## src/rtl/mips_multicycle_control.sv

```systemverilog
// Moore control FSM for the multicycle MIPS datapath: sequences ALU, unified
// memory and register file, stalls on mem_ready, halts on unsupported encodings.
module mips_multicycle_control (
  input  logic       clk,
  input  logic       rst_n,
  input  logic [5:0] opcode,
  input  logic [5:0] funct,
  input  logic       zero,
  input  logic       mem_ready,
  output logic       pc_en,
  output logic       iord,
  output logic       mem_read,
  output logic       mem_write,
  output logic       ir_write,
  output logic       reg_write,
  output logic       reg_dst,
  output logic       mem_to_reg,
  output logic       alu_src_a,
  output logic [1:0] alu_src_b,
  output logic [3:0] alu_control,
  output logic [1:0] pc_source,
  output logic       instr_done,
  output logic       illegal,
  output logic [3:0] state_o
);

  typedef enum logic [3:0] {
    S_RESET  = 4'd0,  S_FETCH  = 4'd1,  S_DECODE = 4'd2,  S_MEMADR = 4'd3,
    S_MEMRD  = 4'd4,  S_MEMWB  = 4'd5,  S_MEMWR  = 4'd6,  S_EXEC   = 4'd7,
    S_ALUWB  = 4'd8,  S_BRANCH = 4'd9,  S_ADDIEX = 4'd10, S_ADDIWB = 4'd11,
    S_JUMP   = 4'd12, S_HALT   = 4'd13
  } state_t;

  localparam logic [3:0] ALU_ADD = 4'b0010;
  localparam logic [3:0] ALU_SUB = 4'b0110;
  localparam logic [3:0] ALU_AND = 4'b0000;
  localparam logic [3:0] ALU_OR  = 4'b0001;
  localparam logic [3:0] ALU_SLT = 4'b0111;

  state_t     state, state_nxt;
  logic       funct_ok;
  logic [3:0] funct_alu;

  always_ff @(posedge clk or negedge rst_n) begin
    if (!rst_n) state <= S_RESET;
    else        state <= state_nxt;
  end

  always_comb begin
    funct_ok  = 1'b1;
    funct_alu = ALU_ADD;
    case (funct)
      6'b100000: funct_alu = ALU_ADD;
      6'b100010: funct_alu = ALU_SUB;
      6'b100100: funct_alu = ALU_AND;
      6'b100101: funct_alu = ALU_OR;
      6'b101010: funct_alu = ALU_SLT;
      default:   funct_ok  = 1'b0;
    endcase
  end

  always_comb begin
    state_nxt = state;
    case (state)
      S_RESET:  state_nxt = S_FETCH;
      S_FETCH:  if (mem_ready) state_nxt = S_DECODE;
      S_DECODE: begin
        case (opcode)
          6'b100011, 6'b101011: state_nxt = S_MEMADR;
          6'b000000:            state_nxt = funct_ok ? S_EXEC : S_HALT;
          6'b000100:            state_nxt = S_BRANCH;
          6'b001000:            state_nxt = S_ADDIEX;
          6'b000010:            state_nxt = S_JUMP;
          default:              state_nxt = S_HALT;
        endcase
      end
      S_MEMADR: state_nxt = (opcode == 6'b101011) ? S_MEMWR : S_MEMRD;
      S_MEMRD:  if (mem_ready) state_nxt = S_MEMWB;
      S_MEMWB:  state_nxt = S_FETCH;
      S_MEMWR:  if (mem_ready) state_nxt = S_FETCH;
      S_EXEC:   state_nxt = S_ALUWB;
      S_ALUWB:  state_nxt = S_FETCH;
      S_BRANCH: state_nxt = S_FETCH;
      S_ADDIEX: state_nxt = S_ADDIWB;
      S_ADDIWB: state_nxt = S_FETCH;
      S_JUMP:   state_nxt = S_FETCH;
      S_HALT:   state_nxt = S_HALT;
      default:  state_nxt = S_HALT;
    endcase
  end

  always_comb begin
    pc_en       = 1'b0;
    iord        = 1'b0;
    mem_read    = 1'b0;
    mem_write   = 1'b0;
    ir_write    = 1'b0;
    reg_write   = 1'b0;
    reg_dst     = 1'b0;
    mem_to_reg  = 1'b0;
    alu_src_a   = 1'b0;
    alu_src_b   = 2'b00;
    alu_control = 4'b0000;
    pc_source   = 2'b00;
    instr_done  = 1'b0;
    illegal     = 1'b0;
    case (state)
      S_FETCH: begin
        mem_read    = 1'b1;
        alu_src_b   = 2'b01;
        alu_control = ALU_ADD;
        ir_write    = mem_ready;
        pc_en       = mem_ready;
      end
      S_DECODE: begin
        alu_src_b   = 2'b11;
        alu_control = ALU_ADD;
      end
      S_MEMADR, S_ADDIEX: begin
        alu_src_a   = 1'b1;
        alu_src_b   = 2'b10;
        alu_control = ALU_ADD;
      end
      S_MEMRD: begin
        iord     = 1'b1;
        mem_read = 1'b1;
      end
      S_MEMWB: begin
        reg_write  = 1'b1;
        mem_to_reg = 1'b1;
        instr_done = 1'b1;
      end
      S_MEMWR: begin
        iord       = 1'b1;
        mem_write  = 1'b1;
        instr_done = mem_ready;
      end
      S_EXEC: begin
        alu_src_a   = 1'b1;
        alu_control = funct_alu;
      end
      S_ALUWB: begin
        reg_write  = 1'b1;
        reg_dst    = 1'b1;
        instr_done = 1'b1;
      end
      S_BRANCH: begin
        alu_src_a   = 1'b1;
        alu_control = ALU_SUB;
        pc_source   = 2'b01;
        pc_en       = zero;
        instr_done  = 1'b1;
      end
      S_ADDIWB: begin
        reg_write  = 1'b1;
        instr_done = 1'b1;
      end
      S_JUMP: begin
        pc_source  = 2'b10;
        pc_en      = 1'b1;
        instr_done = 1'b1;
      end
      S_HALT:  illegal = 1'b1;
      default: ;
    endcase
  end

  assign state_o = state;

endmodule

```

## config.mk

```make
export PLATFORM = sky130hd
export DESIGN_NAME = mips_multicycle_control
export DESIGN_NICKNAME = d
export VERILOG_FILES = /design/src/rtl/mips_multicycle_control.sv
export SDC_FILE = /design/constraint.sdc
export NUM_CORES = 1
export LEC_CHECK = 0
export CAP_MARGIN = 5
export CORE_MARGIN = 10
export CORE_UTILIZATION = 41
export DETAILED_ROUTE_END_ITERATION = 8
export GPL_ROUTABILITY_DRIVEN = 0
export PLACE_DENSITY = 0.85
export REMOVE_ABC_BUFFERS = 1
export SETUP_SLACK_MARGIN = 0.02
export SLEW_MARGIN = 15
export SYNTH_ARGS = -nofsm -noshare
export SYNTH_HDL_FRONTEND = slang
export SYNTH_SLANG_ARGS = --single-unit
```

## constraint.sdc

```tcl
create_clock -name clk -period 3.9 [get_ports clk]
set_input_delay 0.78 -clock clk [delete_from_list [all_inputs] [get_ports clk]]
set_output_delay 0.78 -clock clk [all_outputs]
set_load 0.02 [all_outputs]
```

==> results of run 1 <==
-- stage by stage --
| step | instances | hold WS, ps | power, µW |
|---|---|---|---|
| final | 148 | 748 | 670 |
| after global routing | 148 | 755 | 724 |
| after detailed placement | 145 | 799 | 620 |
| after floorplan | 92 | 484 | 390 |
| after global placement | 145 | 810 | 614 |
| after CTS | 148 | 750 | 674 |
-- metal layers --
layer	vias up	wire length (µm)	track usage, %
met5	-	0	0
met4	0	59	6.19
met3	6	199	3.50
met2	30	1120	21.4
met1	377	899	13.4
li1	427	-	-
-- where the power goes --
group	total [µW]	switching, µW	leakage (µW)	internal, µW
combinational	480	244	0.000320	237
clock	53.0	18.5	0.0000138	34.5
sequential	136	79.8	0.0000499	56.4
-- how the worst max path moves through the flow --
stage	cells after the start	end	startpoint	slack, ps
after floorplan	3	alu_control[0]	funct[0]	1300
after global routing	6	alu_control[2]	funct[1]	370
after detailed placement	6	alu_control[2]	funct[1]	460
final	6	alu_control[2]	funct[1]	450
after CTS	6	alu_control[2]	funct[1]	460
after global placement	6	alu_control[2]	funct[1]	530
-- worst register-to-register path: stages (launching register included) --
cell and delay [ps]:
dfrtp_1 760, nand2b_1 320, nor3b_1 90, a211oi_1 220, nand2_1 90, a21o_1 180
-- area by class of cell --
cell class | count | share of cell area (%)
well taps | 16 | 1.93
flip-flops and latches | 4 | 9.64
repair buffers | 37 | 35.7
inverters | 1 | 0.361
multi-input cells | 87 | 50.2
clock buffers | 3 | 2.17
-- cell families after synthesis --
family / Yosys count / share of synthesized area (%)
AND/OR/NAND/NOR: 55 / 42.0
multiplexers: 2 / 2.88
other: 1 / 0.540
adder cells (fa/ha/maj): 1 / 1.62
buffers and inverters: 11 / 10.4
XOR/XNOR: 3 / 3.78
flip-flops: 4 / 14.4
AO/OA/AOI/OAI: 25 / 24.3
-- synth_stat cells (2+ instances only) --
cell,count,share of area (%)
a21oi_1,5,3.6
buf_6,2,3.2
nor4_1,3,2.7
xnor2_1,2,2.5
o21ai_1,2,1.4
buf_4,3,3.2
nor2_1,9,4.9
nand2_1,13,7.0
o21ai_0,5,3.6
nor2b_1,3,2.7
nand2b_1,5,4.5
o22ai_1,2,1.8
nor3b_1,3,3.2
buf_2,4,2.9
and2_1,3,2.7
mux2i_1,2,2.9
nor3_1,7,5.0
nand3_1,5,3.6
a211oi_1,2,2.2
dfrtp_1,4,14
==> flow_metrics.env, run 1 <==
export IMPL_r2r_start="state_o[0]$_DFFE_PN0P_"
export IMPL_clk_latency_ps=240
export IMPL_placed_cell_area_um2=1020
export IMPL_drc=0
export IMPL_min_period_over_period_pct=88.4
export IMPL_ys_ff_latch=4
export IMPL_reg2reg_to="state_o[1]$_DFFE_PN0P_"
export IMPL_hp_class="in -> async"
export IMPL_grt_pass1_vias=804
export IMPL_nets=150
export IMPL_drv_cap=0
export IMPL_largest_reg_flops=4
export IMPL_grt_start_max_net_pins=24
export IMPL_cp_buffers_inverters=2
export IMPL_h_tree_depth=1
export IMPL_cpPeakStageDelay_ps=610
export IMPL_overflow=0
export IMPL_tightest_slew_ps=658
export IMPL_crit_required_ps=3120
export IMPL_power_leakage_uw=0.000384
export IMPL_max_slew_margin_pct=56.2
export IMPL_fin_area_um2=1040
export IMPL_clock_root_buffer="clkbuf_4"
export IMPL_ios=39
export IMPL_synth_edff_count=0
export IMPL_yosysWarnings=0
export IMPL_syn_avg_cell_area_um2=6.81
export IMPL_tns_ps=0
export IMPL_syn_inst=102
export IMPL_dp_hpwl_um=1810
export IMPL_start_util_pct=44.5
export IMPL_ys_seq_area_share_pct=14.4
export IMPL_worst_slack_ps=454
export IMPL_final_cell_mix="37 x clkdlybuf4s50_1, 13 x nand2_1, 9 x nor2_1"
export IMPL_reg2reg_depth=5
export IMPL_drt_initial_drc_count=17
export IMPL_cts_sinks=4
export IMPL_post_drt_wl_per_cell_um=15.4
export IMPL_num_antenna_cells=0
export IMPL_fin_crit_ps=3450
export IMPL_die_height_um=61.2
export IMPL_crit_chain="clkdlybuf4s50_1 > nor3b_1 > nand2_1 > o32ai_1 > and2_1 > clkdlybuf4s50_1"
export IMPL_hold_viol=0
export IMPL_post_cts_resized=0
export IMPL_grt_use_total_pct=12.3
export IMPL_r2r_setup_slack_ps=2120
export IMPL_fillCellCount=149
export IMPL_multiInputGateArea_um2=522
export IMPL_vdd_ir_drop_worst_mv=0.267
export IMPL_cts_repair_timing_setup_buffer_count=0
export IMPL_final_seq_area_um2=100
export IMPL_syn_to_final_growth_pct=49.6
export IMPL_antenna_found_initial=0
export IMPL_setup_viol=0
export IMPL_fmax_mhz=290
export IMPL_std_cell_rows=14
export IMPL_drt_total_wl_um=2270
export IMPL_grt_pass1_wl_um=3650
export IMPL_clkTransAtPathRegs_ps=40
export IMPL_fin_util_pct=66.6
export IMPL_critical_path_class="in -> out"
export IMPL_ant_nets=0
export IMPL_powerDensity_nw_per_um2=645
export IMPL_worstPathArrival_ps=2670
export IMPL_crit_slowest_cell="clkdlybuf4s50_1"
export IMPL_critPathTopFamily="buffers and inverters"
export IMPL_dieArea_um2=3740
export IMPL_vias=840
export IMPL_end_kind="output pin"
export IMPL_report_final_slew_viol_count=0
export IMPL_ys_async_sr_fraction_pct=100
export IMPL_status="completed"
export IMPL_crit_top_cell="clkdlybuf4s50_1"
export IMPL_clockBufferDepth=2
export IMPL_finalClockSkew_ps=2.42
export IMPL_final_common_cell="clkdlybuf4s50_1"
export IMPL_core_um2=1560
export IMPL_io_buffers=37
export IMPL_die_w_um=61.2
export IMPL_synth_area_um2=694
export IMPL_numCtsBuffers=3
export IMPL_cts_tree="built"
export IMPL_drt_vias_per_instance=5.68
export IMPL_synth_distinct_cells=38
export IMPL_critPathMaxFanout=4
export IMPL_drive_gt1_share_pct=6.06
export IMPL_start_kind="input pin"
export IMPL_cts_hold_buffers_added=0
export IMPL_synth_flop_cell="dfrtp_1"
export IMPL_drt_pass1_iterations=4
export IMPL_place_ws_ps=457
export IMPL_rsz0062_at_grt="no"
Power figures use the tool's default switching activity.
==> inputs of run 2 (changes only) <==
--- a/config.mk
+++ b/config.mk
@@ -6,11 +6,11 @@
 export NUM_CORES = 1
 export LEC_CHECK = 0
 export CAP_MARGIN = 5
-export CORE_MARGIN = 10
+export CORE_MARGIN = 1
 export CORE_UTILIZATION = 41
 export DETAILED_ROUTE_END_ITERATION = 8
 export GPL_ROUTABILITY_DRIVEN = 0
-export PLACE_DENSITY = 0.85
+export PLACE_DENSITY = 0.95
 export REMOVE_ABC_BUFFERS = 1
 export SETUP_SLACK_MARGIN = 0.02
 export SLEW_MARGIN = 15
==> run 2 against run 1 <==
Cell count unchanged. First-iteration DRC count increased by 35%. Sequential cell count unchanged. Total power increased by 0.31%. Design area unchanged. Critical path type unchanged. Highest routed layer unchanged. Hold slack got worse by 3.5 ps.
==> flow_metrics.env, run 2 (synthesis results as in run 1) <==
export IMPL_end_kind="output pin"
export IMPL_antenna_found_initial=0
export IMPL_numCtsBuffers=3
export IMPL_power_uw=672
export IMPL_ant_nets=0
export IMPL_core_um2=1540
export IMPL_fillCellCount=134
export IMPL_critPathMaxFanout=4
export IMPL_p_sw_uw=344
export IMPL_grt_use_total_pct=22.8
export IMPL_vdd_ir_drop_worst_mv=0.371
export IMPL_grt_pass1_vias=776
export IMPL_clockBufferDepth=2
export IMPL_dp_hpwl_um=1520
export IMPL_vias=851
export IMPL_nets=150
export IMPL_grt_pass1_wl_um=3320
export IMPL_drt_pass1_iterations=4
export IMPL_h_tree_depth=1
export IMPL_std_cell_rows=14
export IMPL_largest_reg_flops=4
export IMPL_setup_viol=0
export IMPL_fin_crit_ps=3450
export IMPL_tns_ps=0
export IMPL_p_sw_share_pct=51.3
export IMPL_finalClockSkew_ps=2.49
export IMPL_power_leakage_uw=0.000384
export IMPL_max_slew_margin_pct=55.0
export IMPL_min_period_over_period_pct=88.5
export IMPL_clock_root_buffer="clkbuf_4"
export IMPL_final_common_cell="clkdlybuf4s50_1"
export IMPL_fin_util_pct=67.4
export IMPL_powerDensity_nw_per_um2=647
export IMPL_status="completed"
export IMPL_power_frac_comb_pct=71.2
export IMPL_hp_class="in -> async"
export IMPL_power_internal_uw=327
export IMPL_worstPathArrival_ps=2670
export IMPL_drt_total_wl_um=1980
export IMPL_report_final_slew_viol_count=0
export IMPL_grt_start_max_net_pins=24
export IMPL_num_antenna_cells=0
export IMPL_clkTransAtPathRegs_ps=40
export IMPL_critical_path_class="in -> out"
export IMPL_cts_repair_timing_setup_buffer_count=0
export IMPL_crit_required_ps=3120
export IMPL_overflow=0
export IMPL_post_drt_wl_per_cell_um=13.4
export IMPL_tightest_slew_ps=675
export IMPL_rsz0062_at_grt="no"
export IMPL_place_ws_ps=482
export IMPL_cts_tree="built"
export IMPL_p_seq_share_pct=20.7
export IMPL_start_util_pct=45.0
export IMPL_cts_sinks=4
export IMPL_drt_initial_drc_count=23
export IMPL_io_buffers=37
export IMPL_die_height_um=43.2
export IMPL_drive_gt1_share_pct=6.06
export IMPL_post_cts_resized=0
export IMPL_hold_viol=0
export IMPL_p_clk_share_pct=8.1
export IMPL_drc=0
export IMPL_cts_hold_buffers_added=0
export IMPL_clk_latency_ps=240
export IMPL_final_cell_mix="37 x clkdlybuf4s50_1, 13 x nand2_1, 9 x nor2_1"
export IMPL_worst_slack_ps=448
export IMPL_ios=39
export IMPL_start_kind="input pin"
export IMPL_syn_to_final_growth_pct=49.6
export IMPL_dieArea_um2=1860
export IMPL_drv_cap=0
export IMPL_hold_worst_slack_ps=745
export IMPL_die_w_um=43.2
export IMPL_drt_vias_per_instance=5.75
export IMPL_fmax_mhz=290
[run 2: per-layer routing]
layer	global-route usage, %	vias up	routed length (µm)
li1	-	423	-
met1	29.0	383	808
met2	38.5	41	1020
met3	3.40	4	118
met4	8.48	0	31
met5	0	-	0
[run 2: worst max-delay path, cell delays in order]
cell             delay (ps)
clkdlybuf4s50_1         530
nor3b_1                 280
nand2_1                  90
o32ai_1                 230
and2_1                  160
clkdlybuf4s50_1         610
[run 2: final cells by class]
cell class              instances  area (µm²)  area share (%)
flip-flops and latches          4         100            9.64
clock buffers                   3        22.5            2.17
repair buffers                 37         370            35.7
inverters                       1        3.75           0.361
well taps                      16        20.0            1.93
multi-input cells              87         522            50.2
[run 2: path summary, 6_finish.rpt]
path | start | endpoint | slack [ps] | cells past startpoint
max | funct[1] | alu_control[2] | 450 | 6
min | rst_n | state_o[3]$_DFFE_PN0P_ | 740 | 1
max reg2reg | state_o[0]$_DFFE_PN0P_ | state_o[1]$_DFFE_PN0P_ | 2160 | 5
min reg2reg | state_o[3]$_DFFE_PN0P_ | state_o[3]$_DFFE_PN0P_ | 830 | 2
max in group asynchronous | rst_n | state_o[0]$_DFFE_PN0P_ | 2980 | 1
min in group clk | state_o[3]$_DFFE_PN0P_ | state_o[3]$_DFFE_PN0P_ | 830 | 2
[run 2: per-stage QoR]
stage | area, µm² | cells
global placement | 1020 | 145
finish | 1040 | 148
CTS | 1040 | 148
global route | 1040 | 148
floorplan | 626 | 92
detailed placement | 1020 | 145
[run 2: power by group through the flow]
stage,Combinational (µW),Clock [µW],Sequential [µW]
global route,514,58.9,145
global placement,467,0,135
detailed placement,477,0,137
finish,479,54.1,139
CTS,480,55.3,135
floorplan,254,0,136
